`src/rtl/fp_unpack_pipe.sv`:
```
// rtl/fp_unpack_pipe.sv - two-stage handshaked FP operand unpack and classify
module fp_unpack_pipe #(
    parameter int EXP_W       = 8,
    parameter int MAN_W       = 23,
    parameter int NORM_DENORM = 1
) (
    input  logic                   clk,
    input  logic                   rst_n,
    input  logic                   in_valid,
    output logic                   in_ready,
    input  logic [EXP_W+MAN_W:0]   opa_i,
    input  logic [EXP_W+MAN_W:0]   opb_i,
    output logic                   out_valid,
    input  logic                   out_ready,
    output logic                   signA_o,
    output logic                   signB_o,
    output logic [EXP_W+1:0]       expA_o,
    output logic [EXP_W+1:0]       expB_o,
    output logic [MAN_W:0]         mantA_o,
    output logic [MAN_W:0]         mantB_o,
    output logic [4:0]             classA_o,
    output logic [4:0]             classB_o
);
    localparam int LZ_W = $clog2(MAN_W + 1);
    localparam int XW   = EXP_W + 2;

    // class vector layout: {qnan, snan, inf, zero, denorm}
    function automatic logic [4:0] classify(input logic [EXP_W-1:0] e, input logic [MAN_W-1:0] f);
        logic e_zero, e_ones, f_zero;
        e_zero = (e == '0);
        e_ones = &e;
        f_zero = (f == '0);
        classify = {e_ones & !f_zero & f[MAN_W-1],
                    e_ones & !f_zero & !f[MAN_W-1],
                    e_ones & f_zero,
                    e_zero & f_zero,
                    e_zero & !f_zero};
    endfunction

    // leading zeros over the fraction; MAN_W for an all-zero fraction
    function automatic logic [LZ_W-1:0] count_lz(input logic [MAN_W-1:0] f);
        count_lz = LZ_W'(MAN_W);
        for (int i = 0; i < MAN_W; i++) begin
            if (f[i]) count_lz = LZ_W'(MAN_W - 1 - i);
        end
    endfunction

    logic [EXP_W+MAN_W:0] op [2];
    assign op[0] = opa_i;
    assign op[1] = opb_i;

    logic                 d1_sign [2];
    logic [EXP_W-1:0]     d1_exp  [2];
    logic [MAN_W-1:0]     d1_frac [2];
    logic [4:0]           d1_cls  [2];
    logic [LZ_W-1:0]      d1_lz   [2];

    logic                 s1_valid;
    logic                 s1_sign [2];
    logic [EXP_W-1:0]     s1_exp  [2];
    logic [MAN_W-1:0]     s1_frac [2];
    logic [4:0]           s1_cls  [2];
    logic [LZ_W-1:0]      s1_lz   [2];

    logic [XW-1:0]        d2_exp  [2];
    logic [MAN_W:0]       d2_mant [2];

    logic                 s2_valid;
    logic                 s2_sign [2];
    logic [XW-1:0]        s2_exp  [2];
    logic [MAN_W:0]       s2_mant [2];
    logic [4:0]           s2_cls  [2];

    logic s2_en;
    logic s1_adv;

    // S2 can take a new pair when empty or when its current pair leaves
    assign s2_en     = !s2_valid || out_ready;
    assign s1_adv    = s1_valid && s2_en;
    assign in_ready  = !s1_valid || s2_en;
    assign out_valid = s2_valid;

    // field split, classification and leading-zero count for both operands
    always_comb begin
        for (int i = 0; i < 2; i++) begin
            d1_sign[i] = op[i][EXP_W+MAN_W];
            d1_exp[i]  = op[i][EXP_W+MAN_W-1:MAN_W];
            d1_frac[i] = op[i][MAN_W-1:0];
            d1_cls[i]  = classify(d1_exp[i], d1_frac[i]);
            d1_lz[i]   = count_lz(d1_frac[i]);
        end
    end

    // effective exponent and mantissa from the stored class and fields
    always_comb begin
        for (int i = 0; i < 2; i++) begin
            d2_exp[i]  = {2'b00, s1_exp[i]};
            d2_mant[i] = {1'b1, s1_frac[i]};
            if (s1_cls[i][1]) begin
                d2_exp[i]  = '0;
                d2_mant[i] = '0;
            end else if (s1_cls[i][0]) begin
                if (NORM_DENORM != 0) begin
                    // shift by lz+1 puts the leading one in the hidden-bit slot
                    d2_mant[i] = ({1'b0, s1_frac[i]} << 1) << s1_lz[i];
                    d2_exp[i]  = '0 - XW'(s1_lz[i]);
                end else begin
                    d2_exp[i]  = XW'(1);
                    d2_mant[i] = {1'b0, s1_frac[i]};
                end
            end
        end
    end

    // pipeline registers; data only moves on its stage's load condition
    always_ff @(posedge clk or negedge rst_n) begin
        if (!rst_n) begin
            s1_valid <= 1'b0;
            s2_valid <= 1'b0;
            for (int i = 0; i < 2; i++) begin
                s1_sign[i] <= 1'b0;
                s1_exp[i]  <= '0;
                s1_frac[i] <= '0;
                s1_cls[i]  <= '0;
                s1_lz[i]   <= '0;
                s2_sign[i] <= 1'b0;
                s2_exp[i]  <= '0;
                s2_mant[i] <= '0;
                s2_cls[i]  <= '0;
            end
        end else begin
            if (in_ready) s1_valid <= in_valid;
            if (s2_en)    s2_valid <= s1_valid;
            for (int i = 0; i < 2; i++) begin
                if (in_ready && in_valid) begin
                    s1_sign[i] <= d1_sign[i];
                    s1_exp[i]  <= d1_exp[i];
                    s1_frac[i] <= d1_frac[i];
                    s1_cls[i]  <= d1_cls[i];
                    s1_lz[i]   <= d1_lz[i];
                end
                if (s1_adv) begin
                    s2_sign[i] <= s1_sign[i];
                    s2_exp[i]  <= d2_exp[i];
                    s2_mant[i] <= d2_mant[i];
                    s2_cls[i]  <= s1_cls[i];
                end
            end
        end
    end

    assign signA_o  = s2_sign[0];
    assign signB_o  = s2_sign[1];
    assign expA_o   = s2_exp[0];
    assign expB_o   = s2_exp[1];
    assign mantA_o  = s2_mant[0];
    assign mantB_o  = s2_mant[1];
    assign classA_o = s2_cls[0];
    assign classB_o = s2_cls[1];
endmodule

```
`config.mk`:
```
export PLATFORM = sky130hd
export DESIGN_NAME = fp_unpack_pipe
export DESIGN_NICKNAME = d
export VERILOG_FILES = /design/src/rtl/fp_unpack_pipe.sv
export SDC_FILE = /design/constraint.sdc
export NUM_CORES = 1
export LEC_CHECK = 0
export CORE_ASPECT_RATIO = 1.2
export CORE_MARGIN = 5
export CORE_UTILIZATION = 50
export CTS_CLUSTER_DIAMETER = 30
export DETAILED_ROUTE_END_ITERATION = 10
export MAX_ROUTING_LAYER = met4
export PLACE_DENSITY = 0.81
export SYNTH_ARGS = -nofsm -noshare
export SYNTH_HDL_FRONTEND = slang
export SYNTH_SLANG_ARGS = --single-unit
```
`constraint.sdc`:
```
create_clock -name clk -period 2.5 [get_ports clk]
set_input_delay 0.25 -clock clk [delete_from_list [all_inputs] [get_ports clk]]
set_output_delay 0.25 -clock clk [all_outputs]
set_load 0.005 [all_outputs]
```
==> flow_summary.rst <==
.. list-table::
   :header-rows: 1

   * - Metric
     - Value
   * - Io pins
     - 150
   * - Layout overhead on the synthesized area
     - 26.8%
   * - Mean number of vias per cell
     - ~6.1
   * - Source of the worst register-to-register timing path
     - s1_lz[5]
   * - Fraction of synthesized cell area taken by the top area cell type
     - 43.2%
   * - Flip-flop cell with the highest count after synthesis
     - dfrtp_1
   * - Max Buffers Root-to-Sink
     - 2
   * - Post-route clock skew
     - roughly 0.0062 ns
   * - Combined flip-flop and latch cell area
     - just over 4000 um2
   * - CTS clk-pin slew, worst paths
     - ~0.07 ns
   * - Antenna violations before repair
     - 0
   * - Crit path max fanout
     - 19
   * - Accumulated negative setup slack
     - 0 ns
   * - Number of DRC violations after detailed routing
     - 0
   * - Worst min-delay path class
     - in2reg
   * - Drt first-iter violations
     - ~1,100
   * - Post-synthesis area per instance
     - ~9 um2
   * - Clock network latency to the later pin of the worst-skew pair
     - 0.44 ns
   * - Number of warnings printed during yosys synthesis
     - 0
   * - Most common cell in the synthesized netlist
     - nand2_1
   * - Synth Register Bits
     - approximately 160
   * - Distinct cells, synth
     - 64
   * - Static Leakage
     - between 0.005 and 0.006 uW
   * - Syn Std Cell Area
     - 9500 um2
   * - Destination of the critical timing path
     - mantA_o[17]
   * - Max capacitance violation total
     - 0
   * - Layout cells sized above 1
     - about 11%
   * - Total detailed-routing wirelength
     - between 30,000 and 40,000 um
   * - Hold slack
     - around 0.34 ns
   * - Register area share after synthesis
     - a little over two fifths
   * - Deepest level of the CTS H-tree
     - 4
   * - Final Critical Period
     - around 2.2 ns
   * - Cell taking the most area after synthesis
     - dfrtp_1
   * - Fraction of registers with async set/reset
     - between 90% and 100%
   * - Cells resized by post-CTS repair
     - 0
   * - Post-detailed-route wirelength per cell
     - 21.2 um
   * - Max IR drop VDD
     - 0.510 mV
   * - Kind of start point of the critical path
     - flop
   * - Aggregate global routing overflow
     - 0
   * - Least-Margin Pin Slew
     - 0.727 ns
   * - Layout net count
     - between 1,000 and 1,500
   * - Routability congestion estimate from global placement
     - approximately 1
   * - Post-synthesis cell count
     - 1,068
   * - Headroom to the max-slew limit
     - between 50% and 60%
   * - Post-Place Worst Slack
     - about 0.30 ns
   * - Setup violation total in the final timing report
     - 0
   * - Pin count of the biggest net entering global routing
     - 90
   * - Clock Sink Count
     - between 150 and 200
   * - Syn Nets
     - between 1,000 and 1,500
   * - Max frequency
     - around 460 MHz
   * - Count of filler cells inserted in the layout
     - 1,590
   * - Area of the multi-input gates
     - around 5000 um2
   * - Cell depth of the worst flop-to-flop path
     - 5
   * - Post-DP HPWL
     - roughly 23,000 um
   * - Final worst setup slack
     - between 0.3 and 0.4 ns
   * - Endpoint of the worst-slack reg-to-reg timing path
     - mantA_o[17]
   * - Design Power
     - ~8600 uW
   * - Total power per unit cell area
     - slightly above 700 nW/um2
   * - Top cells by count, synth
     - nand2_1, dfrtp_1, nor2_1
   * - Die outline area
     - about 22,000 um2
   * - Crit. End Element
     - flop
   * - Cells taking the most area after synthesis
     - dfrtp_1, nand2_1, mux4_2
   * - Diode count
     - 0
   * - Cell count after placement
     - approximately 1,500
   * - R2R setup slack
     - around 0.33 ns
   * - Startpoint of the worst setup timing path
     - s1_lz[5]
   * - Kind of critical path
     - reg2reg
   * - GRT Total Usage
     - between 30 and 40%
   * - Required time reported for the critical path endpoint
     - roughly 2.8 ns
   * - Starting density of the core
     - 50.6%
   * - Router iterations before antenna repair
     - 5
   * - Total number of vias
     - between 9,000 and 10,000
   * - Number of synthesized flops with an enable pin
     - 0
   * - CTS tree
     - done
   * - Global-route wire length before repair
     - 49,500 um
   * - Final clock period utilization by the worst path
     - between 80 and 90%
   * - Count of buffers inserted at the top-level ports
     - 149
   * - Die H
     - 161 um
   * - Number of endpoints with negative hold slack in the final report
     - 0
   * - Non-Filler Instances
     - about 1,500
   * - Cts bufs inserted
     - 17
   * - Area of the core
     - approximately 19,000 um2
   * - Arrival time reported for the critical path endpoint
     - between 2 and 2.5 ns
   * - CTS Root Buffer Type
     - clkbuf_16
   * - Final number of max-transition violations
     - 0
   * - Die span in x
     - between 100 and 150 um
   * - Core Rows
     - 55
   * - Outcome
     - finished clean
   * - RSZ-0062 raised after global routing
     - no
   * - Vias in the first global route
     - roughly 9,000
   * - Remaining number of nets flagged by the antenna check after routing
     - 0
cell type report:
class / instances / share of cell area, %
Multi-Input combinational cell: 806 / 41.2
Sequential cell: 164 / 34.1
Timing Repair Buffer: 199 / 16.4
Clock buffer: 18 / 3.65
Tap cell: 256 / 2.66
Clock inverter: 12 / 1.31
Inverter: 26 / 0.810
kinds of logic (layout without fill, tap and decap cells):
group / Yosys count / in the layout / synth area share (%)
AO/OA/AOI/OAI: 221 / 221 / 14.4
multiplexers: 104 / 104 / 15.7
AND/OR/NAND/NOR: 474 / 474 / 21.2
flip-flops: 164 / 164 / 43.2
XOR/XNOR: 5 / 5 / 0.461
buffers and inverters: 98 / 255 / 4.71
adder cells (fa/ha/maj): 2 / 2 / 0.263
through the flow:
step	cell area, um2	util, %
2_1_floorplan	9500	-
3_3_place_gp	11400	60.9
3_5_place_dp	11400	60.9
4_1_cts	12000	64.1
5_1_grt	12000	64.1
6_report	12000	64.1
layout by cell type (no fill, tap or decap), types with 8 or more instances in the layout:
cell             instances
nor3_1                  21
mux2i_1                 49
a21oi_1                 54
clkdlybuf4s50_1        148
nand2b_1                13
buf_12                   8
or4_1                    8
nand3_1                 17
nor2_1                  66
nor2b_1                  8
inv_1                   16
a31oi_1                 15
nor4_1                  12
nand2_1                299
mux4_2                  33
o22ai_1                 15
dfrtp_1                164
buf_4                   41
clkbuf_16               17
a22o_1                   9
o21ai_0                 19
o21ai_1                 52
o221ai_1                 8
mux2_1                  12
nand4_1                  9
what timing repair did:
| action | 4_1_cts | 5_1_grt |
|---|---|---|
| setup buffers | 0 | 0 |
| hold buffers | 1 | 0 |
| hold endpoints to repair | 59 | 0 |
per-layer routing:
| layer | routed length [um] | vias up | track usage [%] |
|---|---|---|---|
| met5 | 0 | - | - |
| met4 | 1530 | 0 | 14.2 |
| met3 | 1930 | 113 | 4.77 |
| met2 | 16200 | 453 | 50.9 |
| met1 | 11700 | 4358 | 34.9 |
| li1 | - | 4085 | - |
worst max-delay path: stages, from the launching register on:
cell and delay, ns:
dfrtp_1 0.71, buf_12 0.25, mux2i_1 0.38, mux4_2 0.33, o21ai_1 0.06, a221o_1 0.33
power by group:
part	total (uW)	switching (uW)	internal, uW
clock	2710	1120	1590
combinational	2440	1170	1270
sequential	3440	415	3020
how the worst min path moves through the flow:
stage	from	end	cells after the start
2_1_floorplan	rst_n	classA_o[0]	0
3_3_place_gp	rst_n	expA_o[2]	1
3_5_place_dp	rst_n	expA_o[7]	1
4_1_cts	opb_i[31]	s1_sign[0]	3
5_1_grt	opa_i[31]	s1_sign[1]	3
6_report	opa_i[31]	s1_sign[1]	3
sequential cells by signal (all words and copies together), names as in the netlist:
register / cells
classB_o: 5
expB_o: 9
expA_o: 9
signB_o: 1
out_valid: 1
s1_exp: 16
mantA_o: 24
mantB_o: 24
signA_o: 1
s1_cls: 10
s1_sign: 2
s1_lz: 10
s1_frac: 46
classA_o: 5
s1_valid: 1
No activity file was read; power rests on OpenSTA's default activity.
